===== src/rtl/gbalu_pkg.sv =====
// Shared types for the multi-accumulator Game Boy style ALU.
package gbalu_pkg;

   typedef enum logic [2:0] {
      OpAdd = 3'b000,
      OpAdc = 3'b001,
      OpSub = 3'b010,
      OpSbc = 3'b011,
      OpAnd = 3'b100,
      OpXor = 3'b101,
      OpOr  = 3'b110,
      OpCp  = 3'b111
   } op_e;

   localparam int unsigned FLAG_Z = 3;
   localparam int unsigned FLAG_N = 2;
   localparam int unsigned FLAG_H = 1;
   localparam int unsigned FLAG_C = 0;

   // Field order matches the FLAG_* bit indices.
   typedef struct packed {
      logic z;
      logic n;
      logic h;
      logic c;
   } flags_t;

endpackage


===== src/rtl/gbalu_core.sv =====
// Combinational ALU: one op on (a, b, carry-in) producing result and Z/N/H/C.
module gbalu_core
   import gbalu_pkg::*;
#(
   parameter int unsigned DATA_W = 8
) (
   input  logic [DATA_W-1:0] a_i,
   input  logic [DATA_W-1:0] b_i,
   input  logic              c_i,
   input  op_e               op_i,
   output logic [DATA_W-1:0] result_o,
   output flags_t            flags_o
);

   localparam int unsigned HW = DATA_W / 2;

   logic              cin;
   logic [DATA_W:0]   wide;
   logic [HW:0]       half;

   // Top bit of each extended sum/difference is the carry out or the borrow.
   always_comb begin
      cin      = ((op_i == OpAdc) || (op_i == OpSbc)) ? c_i : 1'b0;
      wide     = '0;
      half     = '0;
      result_o = '0;
      flags_o  = '0;
      unique case (op_i)
         OpAdd, OpAdc: begin
            wide      = {1'b0, a_i} + {1'b0, b_i} + {{DATA_W{1'b0}}, cin};
            half      = {1'b0, a_i[HW-1:0]} + {1'b0, b_i[HW-1:0]} + {{HW{1'b0}}, cin};
            result_o  = wide[DATA_W-1:0];
            flags_o.h = half[HW];
            flags_o.c = wide[DATA_W];
         end
         OpSub, OpSbc, OpCp: begin
            wide      = {1'b0, a_i} - {1'b0, b_i} - {{DATA_W{1'b0}}, cin};
            half      = {1'b0, a_i[HW-1:0]} - {1'b0, b_i[HW-1:0]} - {{HW{1'b0}}, cin};
            result_o  = wide[DATA_W-1:0];
            flags_o.n = 1'b1;
            flags_o.h = half[HW];
            flags_o.c = wide[DATA_W];
         end
         OpAnd: begin
            result_o  = a_i & b_i;
            flags_o.h = 1'b1;
         end
         OpXor: result_o = a_i ^ b_i;
         OpOr:  result_o = a_i | b_i;
         default: ;
      endcase
      flags_o.z = (result_o == '0);
   end

endmodule


===== src/rtl/gbalu_multi.sv =====
// Three-stage (IN/EX/WB) ALU with NUM_ACC independent accumulators and WB->EX forwarding.
module gbalu_multi
   import gbalu_pkg::*;
#(
   parameter int unsigned DATA_W  = 8,
   parameter int unsigned NUM_ACC = 4,
   localparam int unsigned SEL_W  = $clog2(NUM_ACC)
) (
   input  logic                clock,
   input  logic                reset,
   input  logic [SEL_W+3:0]    instruction,
   input  logic [DATA_W-1:0]   data_in,
   input  logic                valid,
   output logic [DATA_W+3:0]   probe,
   output logic                probe_valid
);

   logic              in_v_q, in_v_d;
   logic [SEL_W-1:0]  in_sel_q, in_sel_d;
   logic              in_load_q, in_load_d;
   logic [2:0]        in_op_q, in_op_d;
   logic [DATA_W-1:0] in_data_q, in_data_d;

   logic              wb_v_q, wb_v_d;
   logic [SEL_W-1:0]  wb_sel_q, wb_sel_d;
   logic [DATA_W-1:0] wb_acc_q, wb_acc_d;
   flags_t            wb_flags_q, wb_flags_d;

   logic [DATA_W-1:0] acc_q [NUM_ACC];
   logic [DATA_W-1:0] acc_d [NUM_ACC];
   flags_t            flags_q [NUM_ACC];
   flags_t            flags_d [NUM_ACC];

   logic [DATA_W+3:0] probe_q, probe_d;
   logic              probe_valid_q, probe_valid_d;

   logic              fwd;
   logic [DATA_W-1:0] ex_a;
   flags_t            ex_flags;
   logic [DATA_W-1:0] core_result;
   flags_t            core_flags;

   // The WB entry has not reached the arrays yet, so a same-sel EX op must take it from WB.
   always_comb begin
      fwd      = wb_v_q && (wb_sel_q == in_sel_q);
      ex_a     = fwd ? wb_acc_q   : acc_q[in_sel_q];
      ex_flags = fwd ? wb_flags_q : flags_q[in_sel_q];
   end

   gbalu_core #(
      .DATA_W (DATA_W)
   ) u_core (
      .a_i      (ex_a),
      .b_i      (in_data_q),
      .c_i      (ex_flags[FLAG_C]),
      .op_i     (op_e'(in_op_q)),
      .result_o (core_result),
      .flags_o  (core_flags)
   );

   always_comb begin
      in_v_d    = valid;
      in_sel_d  = instruction[SEL_W+3:4];
      in_load_d = instruction[3];
      in_op_d   = instruction[2:0];
      in_data_d = data_in;

      wb_v_d   = in_v_q;
      wb_sel_d = in_sel_q;
      if (in_load_q) begin
         wb_acc_d   = in_data_q;
         wb_flags_d = ex_flags;
      end else begin
         wb_acc_d   = (op_e'(in_op_q) == OpCp) ? ex_a : core_result;
         wb_flags_d = core_flags;
      end

      acc_d         = acc_q;
      flags_d       = flags_q;
      probe_d       = probe_q;
      probe_valid_d = 1'b0;
      if (wb_v_q) begin
         acc_d[wb_sel_q]   = wb_acc_q;
         flags_d[wb_sel_q] = wb_flags_q;
         probe_d           = {wb_acc_q, wb_flags_q};
         probe_valid_d     = 1'b1;
      end
   end

   always_ff @(posedge clock) begin
      if (reset) begin
         in_v_q        <= 1'b0;
         in_sel_q      <= '0;
         in_load_q     <= 1'b0;
         in_op_q       <= '0;
         in_data_q     <= '0;
         wb_v_q        <= 1'b0;
         wb_sel_q      <= '0;
         wb_acc_q      <= '0;
         wb_flags_q    <= '0;
         probe_q       <= '0;
         probe_valid_q <= 1'b0;
         for (int unsigned i = 0; i < NUM_ACC; i++) begin
            acc_q[i]   <= '0;
            flags_q[i] <= '0;
         end
      end else begin
         in_v_q        <= in_v_d;
         in_sel_q      <= in_sel_d;
         in_load_q     <= in_load_d;
         in_op_q       <= in_op_d;
         in_data_q     <= in_data_d;
         wb_v_q        <= wb_v_d;
         wb_sel_q      <= wb_sel_d;
         wb_acc_q      <= wb_acc_d;
         wb_flags_q    <= wb_flags_d;
         probe_q       <= probe_d;
         probe_valid_q <= probe_valid_d;
         acc_q         <= acc_d;
         flags_q       <= flags_d;
      end
   end

   assign probe       = probe_q;
   assign probe_valid = probe_valid_q;

endmodule


===== config.mk =====
export PLATFORM = sky130hd
export DESIGN_NAME = gbalu_multi
export DESIGN_NICKNAME = d
export VERILOG_FILES = /design/src/rtl/gbalu_pkg.sv /design/src/rtl/gbalu_core.sv /design/src/rtl/gbalu_multi.sv
export SDC_FILE = /design/constraint.sdc
export NUM_CORES = 1
export LEC_CHECK = 0
export ABC_AREA = 1
export BUFFER_PORTS_ARGS = -buffer_cell sky130_fd_sc_hd__buf_2
export CAP_MARGIN = 10
export CORE_MARGIN = 2
export CORE_UTILIZATION = 50
export CTS_CLUSTER_DIAMETER = 60
export DETAILED_ROUTE_END_ITERATION = 8
export PLACE_DENSITY = 0.71
export SLEW_MARGIN = 20
export SYNTH_ARGS = -nofsm -noshare
export SYNTH_HDL_FRONTEND = slang
export SYNTH_SLANG_ARGS = --single-unit

===== constraint.sdc =====
create_clock -name clock -period 3.46 [get_ports clock]
set_clock_uncertainty 0.05 [all_clocks]
set_input_delay 0.173 -clock clock [delete_from_list [all_inputs] [get_ports clock]]
set_output_delay 0.173 -clock clock [all_outputs]
set_load 0.02 [all_outputs]

==> flow_metrics.env, run 1 <==
export IMPL_tns_ps=0
export IMPL_dieArea_mm2=0.01065
export IMPL_via_count=4803
export IMPL_slowest_delay_ps=430
export IMPL_total_power_w=0.002477
export IMPL_cp_max_fo=9
export IMPL_cts_buffer_depth=2
export IMPL_power_density_mw_per_mm2=430.9
export IMPL_grt_max_degree=69
export IMPL_dr_pass1_iters=5
export IMPL_synth_area_per_cell_um2=6.889
export IMPL_final_seq_area_mm2=0.001829
export IMPL_worstSetupPathType="reg -> reg"
export IMPL_synthCells=714
export IMPL_cp_buffers_inverters=2
export IMPL_ys_seq_elements=91
export IMPL_wl_per_cell_um=15.00
export IMPL_postPlaceCellArea_mm2=0.005248
export IMPL_nets=812
export IMPL_fin_crit_ps=3287
export IMPL_hold_class="in -> reg"
export IMPL_cts_buffers=9
export IMPL_crit_chain="inv_1 -> a21oi_4 -> nand3_4 -> buf_4 -> o21ai_4 -> nor3_4 -> fa_1 -> fa_2 -> nand2_1 -> nand2_1 -> nand2_1 -> nand2_1 -> nand3_1 -> o211ai_1 -> nor2_1 -> nand3_1 -> nor2_1 -> nand3_1 -> nor2_1 -> nor2_1 -> nor2_1"
export IMPL_synth_fp_nets=763
export IMPL_drc=0
export IMPL_route_detailed_vias_per_inst=5.331
export IMPL_gr_usage_all_layers=0.2605
export IMPL_layout_drive_gt1_share=0.1315
export IMPL_cts_tree="yes"
export IMPL_ios=30
export IMPL_grt_pass1_vias=4383
export IMPL_clkLatencyLatePin_ps=370
export IMPL_core_mm2=0.009639
export IMPL_h_tree_depth=3
export IMPL_portBuffers=29
export IMPL_path_common_cell="nor2_1"
export IMPL_syn_area_mm2=0.004918
export IMPL_ant_nets=0
export IMPL_min_from="reset"
export IMPL_synth_cell_types=35
export IMPL_worst_slew_pin_slew_ps=983.7
export IMPL_maxCapViolations=0
export IMPL_ir_worst_vdd_v=0.0004143
export IMPL_clk_pin_slew_ps=90
export IMPL_outcome="finished clean"
export IMPL_fp_dieW_um=103.2
export IMPL_gp_congestion=1.000
export IMPL_setup_viol=0
export IMPL_path_delay_family="simple AND/OR/NAND/NOR gates"
export IMPL_pre_cts_ws_ps=-51.28
export IMPL_design_area_mm2=0.005749
export IMPL_rows=36
export IMPL_start_util=0.5103
export IMPL_arrival_ps=3550
export IMPL_fin_cells=901
export IMPL_reg2reg_from="wb_sel_q[0]"
export IMPL_startpoint_type="flop"
export IMPL_ys_warn_count=0
export IMPL_startpoint="wb_sel_q[0]"
export IMPL_wl_um=13520
export IMPL_setup_ws_ps=172.7
export IMPL_required_ps=3720
export IMPL_nFillCells=922
export IMPL_fmax_mhz=304.2
export IMPL_worstSetupEndpointType="flop"
export IMPL_power_leakage_nw=2.709
export IMPL_max_slew_margin_rel=0.3423
export IMPL_min_period_over_period=0.9501
export IMPL_dp_cells=865
export IMPL_cts_num_sinks=91
export IMPL_grt_pass1_wl_um=21400
export IMPL_cp_slowest_cell="fa_1"
export IMPL_yosysSeqAreaShare=0.3704
export IMPL_hold_viol=0
export IMPL_cts_root_buffer="clkbuf_8"
export IMPL_diodes=0
export IMPL_multi_input_area_mm2=0.002615
export IMPL_grt_antenna_before_repair=0
export IMPL_initialDrtViolationCount=337
export IMPL_grt_overflow=0
export IMPL_slew_violations=0
export IMPL_dp_hpwl_um=9287
export IMPL_area_growth_pct=16.89
export IMPL_die_h_um=103.2
## what timing repair did
item                                   CTS  global route
resized for setup                        1            22
cloned                                   0             1
endpoints found under the hold margin   15             0
hold buffers                            15             0
buffers inserted                         0             4
setup endpoints to repair                1             6
pin swaps                                0             5
## kinds of logic after synthesis
group,synth area share
flip-flops,0.3704
XOR/XNOR,0.007122
AO/OA/AOI/OAI,0.1928
AND/OR/NAND/NOR,0.2330
buffers and inverters,0.1091
adder cells (fa/ha/maj),0.08751
## metrics by stage
step,hold slack (ps),utilization
after floorplan,192.4,-
after global placement,322.5,0.5444
after detailed placement,328.9,0.5444
after CTS,212.6,0.5836
after global routing,233.1,0.5964
final,233.3,0.5964
## where the power goes
group          switching, W  internal [W]
Clock              0.000407      0.000413
Combinational      0.000311      0.000200
Sequential        0.0000563       0.00109
Total              0.000775       0.00170
## worst register-to-register path, stage by stage (launching register included)
cell and delay, ps:
dfxtp_4 370, inv_1 80, a21oi_4 200, nand3_4 160
buf_4 180, o21ai_4 180, nor3_4 80, fa_1 430
fa_2 370, nand2_1 100, nand2_1 80, nand2_1 100
nand2_1 60, nand3_1 60, o211ai_1 80, nor2_1 160
nand3_1 100, nor2_1 100, nand3_1 90, nor2_1 90
nor2_1 40, nor2_1 80
## layer usage
layer | GRT usage | vias up | part of all wire
met3 | 0.04435 | 22 | 0.057
met5 | 0 | - | 0
met1 | 0.3618 | 2237 | 0.46
met4 | 0.09312 | 0 | 0.020
li1 | - | 2393 | -
met2 | 0.4101 | 151 | 0.46
## final timing paths
check                       end  depth (start not counted)  slack [ps]
hold reg to reg          wb_v_q                          2         360
setup / recovery  wb_flags_q[3]                         21         170
hold / removal     in_data_q[7]                          2         230
setup reg to reg  wb_flags_q[3]                         21         170
## registers in the layout, summed over array words and instances, names as in the netlist, 2 cells and up
name	flops
wb_sel_q	2
probe	12
flags_q	16
wb_flags_q	4
in_op_q	3
in_sel_q	2
wb_acc_q	8
acc_q	32
in_data_q	8
## synth_stat cells
master / n / share of area
nor2_1: 109 / 0.083
inv_1: 101 / 0.077
o21ai_0: 101 / 0.10
nand2_1: 99 / 0.076
dfxtp_1: 91 / 0.37
a21oi_1: 56 / 0.057
nand3_1: 43 / 0.044
ha_1: 28 / 0.071
clkbuf_1: 23 / 0.018
a221oi_1: 5 / 0.0089
nand4_1: 5 / 0.0064
buf_2: 4 / 0.0041
fa_1: 4 / 0.016
nand2_2: 4 / 0.0051
nor3_1: 4 / 0.0041
xor2_1: 4 / 0.0071
a31oi_1: 3 / 0.0038
inv_2: 3 / 0.0023
o211ai_1: 3 / 0.0046
or2_2: 3 / 0.0038
buf_1: 2 / 0.0015
buf_4: 2 / 0.0031
nor3_2: 2 / 0.0041
o21ai_1: 2 / 0.0020
o21bai_1: 2 / 0.0031
o22ai_1: 2 / 0.0025
a21oi_4: 1 / 0.0033
a22oi_1: 1 / 0.0015
buf_6: 1 / 0.0023
inv_4: 1 / 0.0013
nand2_4: 1 / 0.0023
nand3_4: 1 / 0.0036
o2111ai_1: 1 / 0.0018
o31ai_1: 1 / 0.0015
or2_0: 1 / 0.0013
## cell usage in the layout (no fill, tap or decap), types with 5 or more instances in the layout
cell           count
o21ai_0           98
a21oi_1           56
dlygate4sd3_1     15
buf_4             23
buf_2             29
nand2_1           98
nor2_1           109
ha_1              27
nand4_1            5
inv_1            100
nand3_1           43
nand2_2            5
dfxtp_1           87
clkbuf_8           9
## layout make-up
class	count	share of cell area
clock buffer	9	0.02155
inverter	105	0.06899
clock inverter	7	0.01719
tap	133	0.02894
sequential	91	0.3182
multi-input combinational	486	0.4548
timing repair buffer	70	0.09032
Power figures use the tool's default switching activity.
==> run 2, diff against run 1 <==
--- a/config.mk
+++ b/config.mk
@@ -6,13 +6,13 @@
 export NUM_CORES = 1
 export LEC_CHECK = 0
 export ABC_AREA = 1
-export BUFFER_PORTS_ARGS = -buffer_cell sky130_fd_sc_hd__buf_2
 export CAP_MARGIN = 10
 export CORE_MARGIN = 2
 export CORE_UTILIZATION = 50
 export CTS_CLUSTER_DIAMETER = 60
 export DETAILED_ROUTE_END_ITERATION = 8
-export PLACE_DENSITY = 0.71
+export DONT_BUFFER_PORTS = 1
+export PLACE_DENSITY = 0.68
 export SLEW_MARGIN = 20
 export SYNTH_ARGS = -nofsm -noshare
 export SYNTH_HDL_FRONTEND = slang
==> flow_metrics.env, run 2 (synthesized netlist as in run 1, its figures left out) <==
export IMPL_fmax_mhz=302.8
export IMPL_worstSetupEndpointType="flop"
export IMPL_startpoint_type="flop"
export IMPL_grt_pass1_vias=4316
export IMPL_max_slew_margin_rel=0.3659
export IMPL_fp_dieW_um=103.2
export IMPL_ir_worst_vdd_v=0.0002429
export IMPL_wl_um=13310
export IMPL_drc=0
export IMPL_arrival_ps=3550
export IMPL_layout_commonest_cell="nor2_1"
export IMPL_multi_input_area_mm2=0.002631
export IMPL_ios=30
export IMPL_power_leakage_nw=2.570
export IMPL_grt_pass1_wl_um=21240
export IMPL_path_delay_family="simple AND/OR/NAND/NOR gates"
export IMPL_nets=787
export IMPL_clkLatencyLatePin_ps=370
export IMPL_cp_max_fo=21
export IMPL_final_cell_mix="nor2_1 (108), inv_1 (100), nand2_1 (98), o21ai_0 (94), dfxtp_1 (88)"
export IMPL_outcome="finished clean"
export IMPL_cp_slowest_cell="fa_2"
export IMPL_hold_class="in -> reg"
export IMPL_slowest_delay_ps=390
export IMPL_dieArea_mm2=0.01065
export IMPL_min_from="reset"
export IMPL_r2r_end="wb_flags_q[3]"
export IMPL_slew_violations=0
export IMPL_crit_chain="buf_12 -> a21oi_4 -> buf_4 -> nand3_4 -> nand2_1 -> o21ai_2 -> inv_1 -> buf_4 -> fa_2 -> inv_2 -> fa_2 -> buf_4 -> xor2_1 -> nand2_1 -> nand3_1 -> nor2_1 -> nand3_1 -> nor2_1 -> nand3_1 -> nor2_1 -> nor2_1 -> nor2_1"
export IMPL_postPlaceCellArea_mm2=0.005107
export IMPL_gr_usage_all_layers=0.2578
export IMPL_cts_root_buffer="clkbuf_8"
export IMPL_area_growth_pct=14.19
export IMPL_gp_congestion=0.9169
export IMPL_portBuffers=0
export IMPL_start_util=0.5103
export IMPL_initialDrtViolationCount=333
export IMPL_design_area_mm2=0.005617
export IMPL_final_core_util=0.5827
export IMPL_worstSetupPathType="reg -> reg"
export IMPL_layout_drive_gt1_share=0.1023
export IMPL_cts_buffer_depth=2
export IMPL_via_count=4721
export IMPL_final_seq_area_mm2=0.001828
export IMPL_reg2reg_depth=22
export IMPL_grt_overflow=0
export IMPL_largest_register="acc_q"
export IMPL_largest_reg_flops=32
export IMPL_dp_cells=835
export IMPL_wl_per_cell_um=15.20
export IMPL_setup_ws_ps=158.0
export IMPL_min_to="wb_flags_q[2]"
export IMPL_grt_max_degree=69
export IMPL_pre_cts_ws_ps=52.17
export IMPL_power_density_mw_per_mm2=430.4
export IMPL_cts_num_sinks=91
export IMPL_route_detailed_vias_per_inst=5.389
export IMPL_diodes=0
export IMPL_clk_pin_slew_ps=100
export IMPL_rows=36
export IMPL_rrSetupSlack_ps=160
export IMPL_worst_slew_pin_slew_ps=948.1
export IMPL_nFillCells=954
export IMPL_required_ps=3710
export IMPL_path_common_cell="nor2_1"
export IMPL_h_tree_depth=3
export IMPL_cts_tree="yes"
export IMPL_hold_depth=4
export IMPL_hold_viol=0
export IMPL_fin_crit_ps=3302
export IMPL_maxCapViolations=0
export IMPL_dp_hpwl_um=9102
export IMPL_grt_antenna_before_repair=0
export IMPL_cp_buffers_inverters=6
export IMPL_die_h_um=103.2
export IMPL_fin_cells=876
export IMPL_dr_pass1_iters=5
export IMPL_ant_nets=0
export IMPL_core_mm2=0.009639
export IMPL_cts_buffers=9
export IMPL_reg2reg_from="in_sel_q[0]"
export IMPL_setup_viol=0
export IMPL_tns_ps=0
export IMPL_min_period_over_period=0.9543
run 2: cell count changes in the layout (fill, tap and decap cells not counted), sizes merged:
| cell | delta |
|---|---|
| bufinv | -1 |
| buf | -26 |
| dlygate4sd3 | +1 |
| nand3 | +1 |
| clkinvlp | +1 |
| inv | +1 |
| clkbuf | -1 |
| clkinv | -1 |
run 2: worst register-to-register path, cell delays in order, from the launching register on:
cell and delay [ps]:
dfxtp_4 370, buf_12 160, a21oi_4 180, buf_4 150
nand3_4 100, nand2_1 120, o21ai_2 70, inv_1 130
buf_4 140, fa_2 210, inv_2 60, fa_2 390
buf_4 150, xor2_1 150, nand2_1 70, nand3_1 110
nor2_1 160, nand3_1 110, nor2_1 100, nand3_1 80
nor2_1 90, nor2_1 40, nor2_1 70
run 2: metrics by stage:
stage / hold WS [ps] / power [W]
after global routing: 321.0 / 0.002540
after global placement: 197.1 / 0.001605
after floorplan: 192.4 / 0.001485
after CTS: 267.1 / 0.002383
after detailed placement: 198.1 / 0.001613
final: 284.8 / 0.002418
run 2: cell type report:
cell class,count,area share
Timing Repair Buffer,44,0.06817
Clock buffer,9,0.02205
Sequential cell,91,0.3255
Clock inverter,7,0.01515
Multi-Input combinational cell,487,0.4685
Inverter,105,0.07106
Tap cell,133,0.02963
run 2: what timing repair did:
action	4_1_cts	5_1_grt
hold buffers	16	0
endpoints found under the setup margin	1	5
pin swaps	0	7
buffers inserted	0	8
cloned	0	1
gates resized for setup	1	25
hold endpoints to repair	23	0
run 2: power breakdown:
group / switching [W] / leakage, nW / internal [W]
sequential: 0.0000646 / 0.744 / 0.00109
clock: 0.000417 / 0.103 / 0.000347
combinational: 0.000302 / 1.72 / 0.000198
total: 0.000784 / 2.57 / 0.00163
run 2: worst max path at each step:
| stage | from | to | depth (start not counted) |
|---|---|---|---|
| floorplan | in_sel_q[1] | wb_flags_q[3] | 23 |
| global placement | in_sel_q[0] | wb_flags_q[3] | 18 |
| detailed placement | in_sel_q[0] | wb_flags_q[3] | 20 |
| CTS | in_sel_q[0] | wb_flags_q[3] | 20 |
| global route | in_sel_q[0] | wb_flags_q[3] | 22 |
| finish | in_sel_q[0] | wb_flags_q[3] | 22 |
run 2: metal layers:
layer  GRT usage  up-vias  wire length [um]
met3     0.04099       32               914
met1      0.3725     2171              6204
met4      0.1012        0               331
met2      0.3866      173              5862
li1            -     2345                 -
met5           0        -                 0
==> run 3, diff against run 2 <==
--- a/config.mk
+++ b/config.mk
@@ -7,6 +7,7 @@
 export LEC_CHECK = 0
 export ABC_AREA = 1
 export CAP_MARGIN = 10
+export CORE_ASPECT_RATIO = 1.1
 export CORE_MARGIN = 2
 export CORE_UTILIZATION = 50
 export CTS_CLUSTER_DIAMETER = 60
==> flow_metrics.env, run 3 (synthesized netlist as in run 1, its figures left out) <==
export IMPL_maxCapViolations=0
export IMPL_worst_slew_pin_slew_ps=1082
export IMPL_h_tree_depth=3
export IMPL_initialDrtViolationCount=275
export IMPL_tns_ps=0
export IMPL_hold_viol=0
export IMPL_cts_buffer_depth=2
export IMPL_route_detailed_vias_per_inst=5.401
export IMPL_grt_max_degree=62
export IMPL_grt_pass1_vias=4359
export IMPL_cts_num_sinks=91
export IMPL_rows=37
export IMPL_min_from="reset"
export IMPL_worstSetupEndpointType="flop"
export IMPL_dp_hpwl_um=9403
export IMPL_power_leakage_nw=2.545
export IMPL_clk_pin_slew_ps=110
export IMPL_met3_length_um=679
export IMPL_cp_buffers_inverters=2
export IMPL_crit_cells=20
export IMPL_met1_length_um=5560
export IMPL_ant_nets=0
export IMPL_cp_slowest_cell="fa_1"
export IMPL_worstSetupPathType="reg -> reg"
export IMPL_fin_cells=857
export IMPL_required_ps=3690
export IMPL_dp_cells=822
export IMPL_gp_congestion=0.9394
export IMPL_reg2reg_depth=20
export IMPL_arrival_ps=3450
export IMPL_rrSetupSlack_ps=240
export IMPL_core_mm2=0.009444
export IMPL_final_cell_mix="nor2_1 (109), inv_1 (99), nand2_1 (99), o21ai_0 (96), dfxtp_1 (90)"
export IMPL_nFillCells=913
export IMPL_crit_chain="buf_12 -> a21oi_4 -> nand3_4 -> o21ai_4 -> inv_2 -> fa_2 -> fa_1 -> nand2_1 -> nand2_1 -> nand2_1 -> nand2_1 -> nand3_1 -> o211ai_1 -> nor2_1 -> nand3_1 -> nor2_1 -> nand3_1 -> nor2_1 -> nor2_1 -> nor2_1"
export IMPL_hold_class="in -> reg"
export IMPL_dieArea_mm2=0.01065
export IMPL_startpoint_type="flop"
export IMPL_min_period_over_period=0.9301
export IMPL_drc=0
export IMPL_design_area_mm2=0.005560
export IMPL_max_slew_margin_rel=0.2763
export IMPL_rsz0062_at_grt="no"
export IMPL_die_h_um=108.0
export IMPL_start_util=0.5208
export IMPL_largest_reg_flops=32
export IMPL_cts_buffers=9
export IMPL_grt_pass1_wl_um=21340
export IMPL_slowest_delay_ps=400
export IMPL_ir_worst_vdd_v=0.0002041
export IMPL_nets=784
export IMPL_area_growth_pct=13.05
export IMPL_cts_tree="yes"
export IMPL_cts_root_buffer="clkbuf_8"
export IMPL_hold_depth=3
export IMPL_outcome="finished clean"
export IMPL_grt_antenna_before_repair=0
export IMPL_fmax_mhz=310.7
export IMPL_layout_drive_gt1_share=0.09324
export IMPL_clkLatencyLatePin_ps=370
export IMPL_route_met2_wl_um=6546
export IMPL_dr_pass1_iters=5
export IMPL_r2r_end="wb_flags_q[3]"
export IMPL_ios=30
export IMPL_grt_overflow=0
export IMPL_power_density_mw_per_mm2=422.5
export IMPL_cp_max_fo=21
export IMPL_path_delay_family="simple AND/OR/NAND/NOR gates"
export IMPL_gr_usage_all_layers=0.2525
export IMPL_fin_crit_ps=3218
export IMPL_layout_commonest_cell="nor2_1"
export IMPL_path_common_cell="nor2_1"
export IMPL_wl_um=13320
export IMPL_postPlaceCellArea_mm2=0.005110
export IMPL_wl_per_cell_um=15.54
export IMPL_min_to="wb_flags_q[0]"
export IMPL_setup_viol=0
export IMPL_portBuffers=0
export IMPL_fp_dieW_um=98.57
export IMPL_reg2reg_from="in_sel_q[0]"
export IMPL_slew_violations=0
export IMPL_diodes=0
export IMPL_top_layer="met4"
export IMPL_via_count=4629
export IMPL_largest_register="acc_q"
-- run 3: metal layers --
layer	GRT usage	vias to the layer above
met4	0.1282	0
met3	0.03685	33
li1	-	2336
met2	0.4276	126
met1	0.3143	2134
met5	0	-
-- run 3: tightest hold or removal path, delay by kind of cell --
family / cells / cell delay, ps
buffers and inverters: 1 / 130
AND/OR/NAND/NOR: 1 / 70
AO/OA/AOI/OAI: 1 / 110
-- run 3: worst max path at each step --
stage | start | end | slack (ps)
detailed placement | in_sel_q[0] | wb_flags_q[3] | 130
global route | in_sel_q[0] | wb_flags_q[3] | 3
finish | in_sel_q[0] | wb_flags_q[3] | 240
CTS | in_sel_q[0] | wb_flags_q[3] | 50
global placement | in_sel_q[0] | wb_flags_q[3] | 210
floorplan | in_sel_q[1] | wb_flags_q[3] | 370
-- run 3: metrics by stage --
stage	hold slack, ps	setup slack (ps)	power, W	util
after CTS	88.69	47.34	0.002320	0.5783
final	105.9	241.9	0.002349	0.5888
after floorplan	192.4	368.8	0.001485	-
after detailed placement	199.6	128.3	0.001613	0.5411
after global routing	138.7	3.413	0.002473	0.5888
after global placement	199.8	206.4	0.001605	0.5411
-- run 3: repair_timing --
action                     4_1_cts  5_1_grt
hold buffers                    16        0
hold endpoints to repair        23        0
resized for setup                0       20
setup buffers                    0        3
setup endpoints to repair        0        4
-- run 3: report_power, final --
part | switching, W | leakage [nW] | internal [W]
clock | 0.000423 | 0.0872 | 0.000277
combinational | 0.000303 | 1.71 | 0.000197
sequential | 0.0000602 | 0.744 | 0.00109
-- run 3: cell type report --
cell class,count,area [um^2],area share
Multi-Input combinational cell,486,2630,0.4730
Sequential cell,91,1826,0.3283
Inverter,105,399.1,0.07178
Timing Repair Buffer,42,367.9,0.06616
Tap cell,117,146.4,0.02633
Clock buffer,9,123.9,0.02228
Clock inverter,7,67.56,0.01215
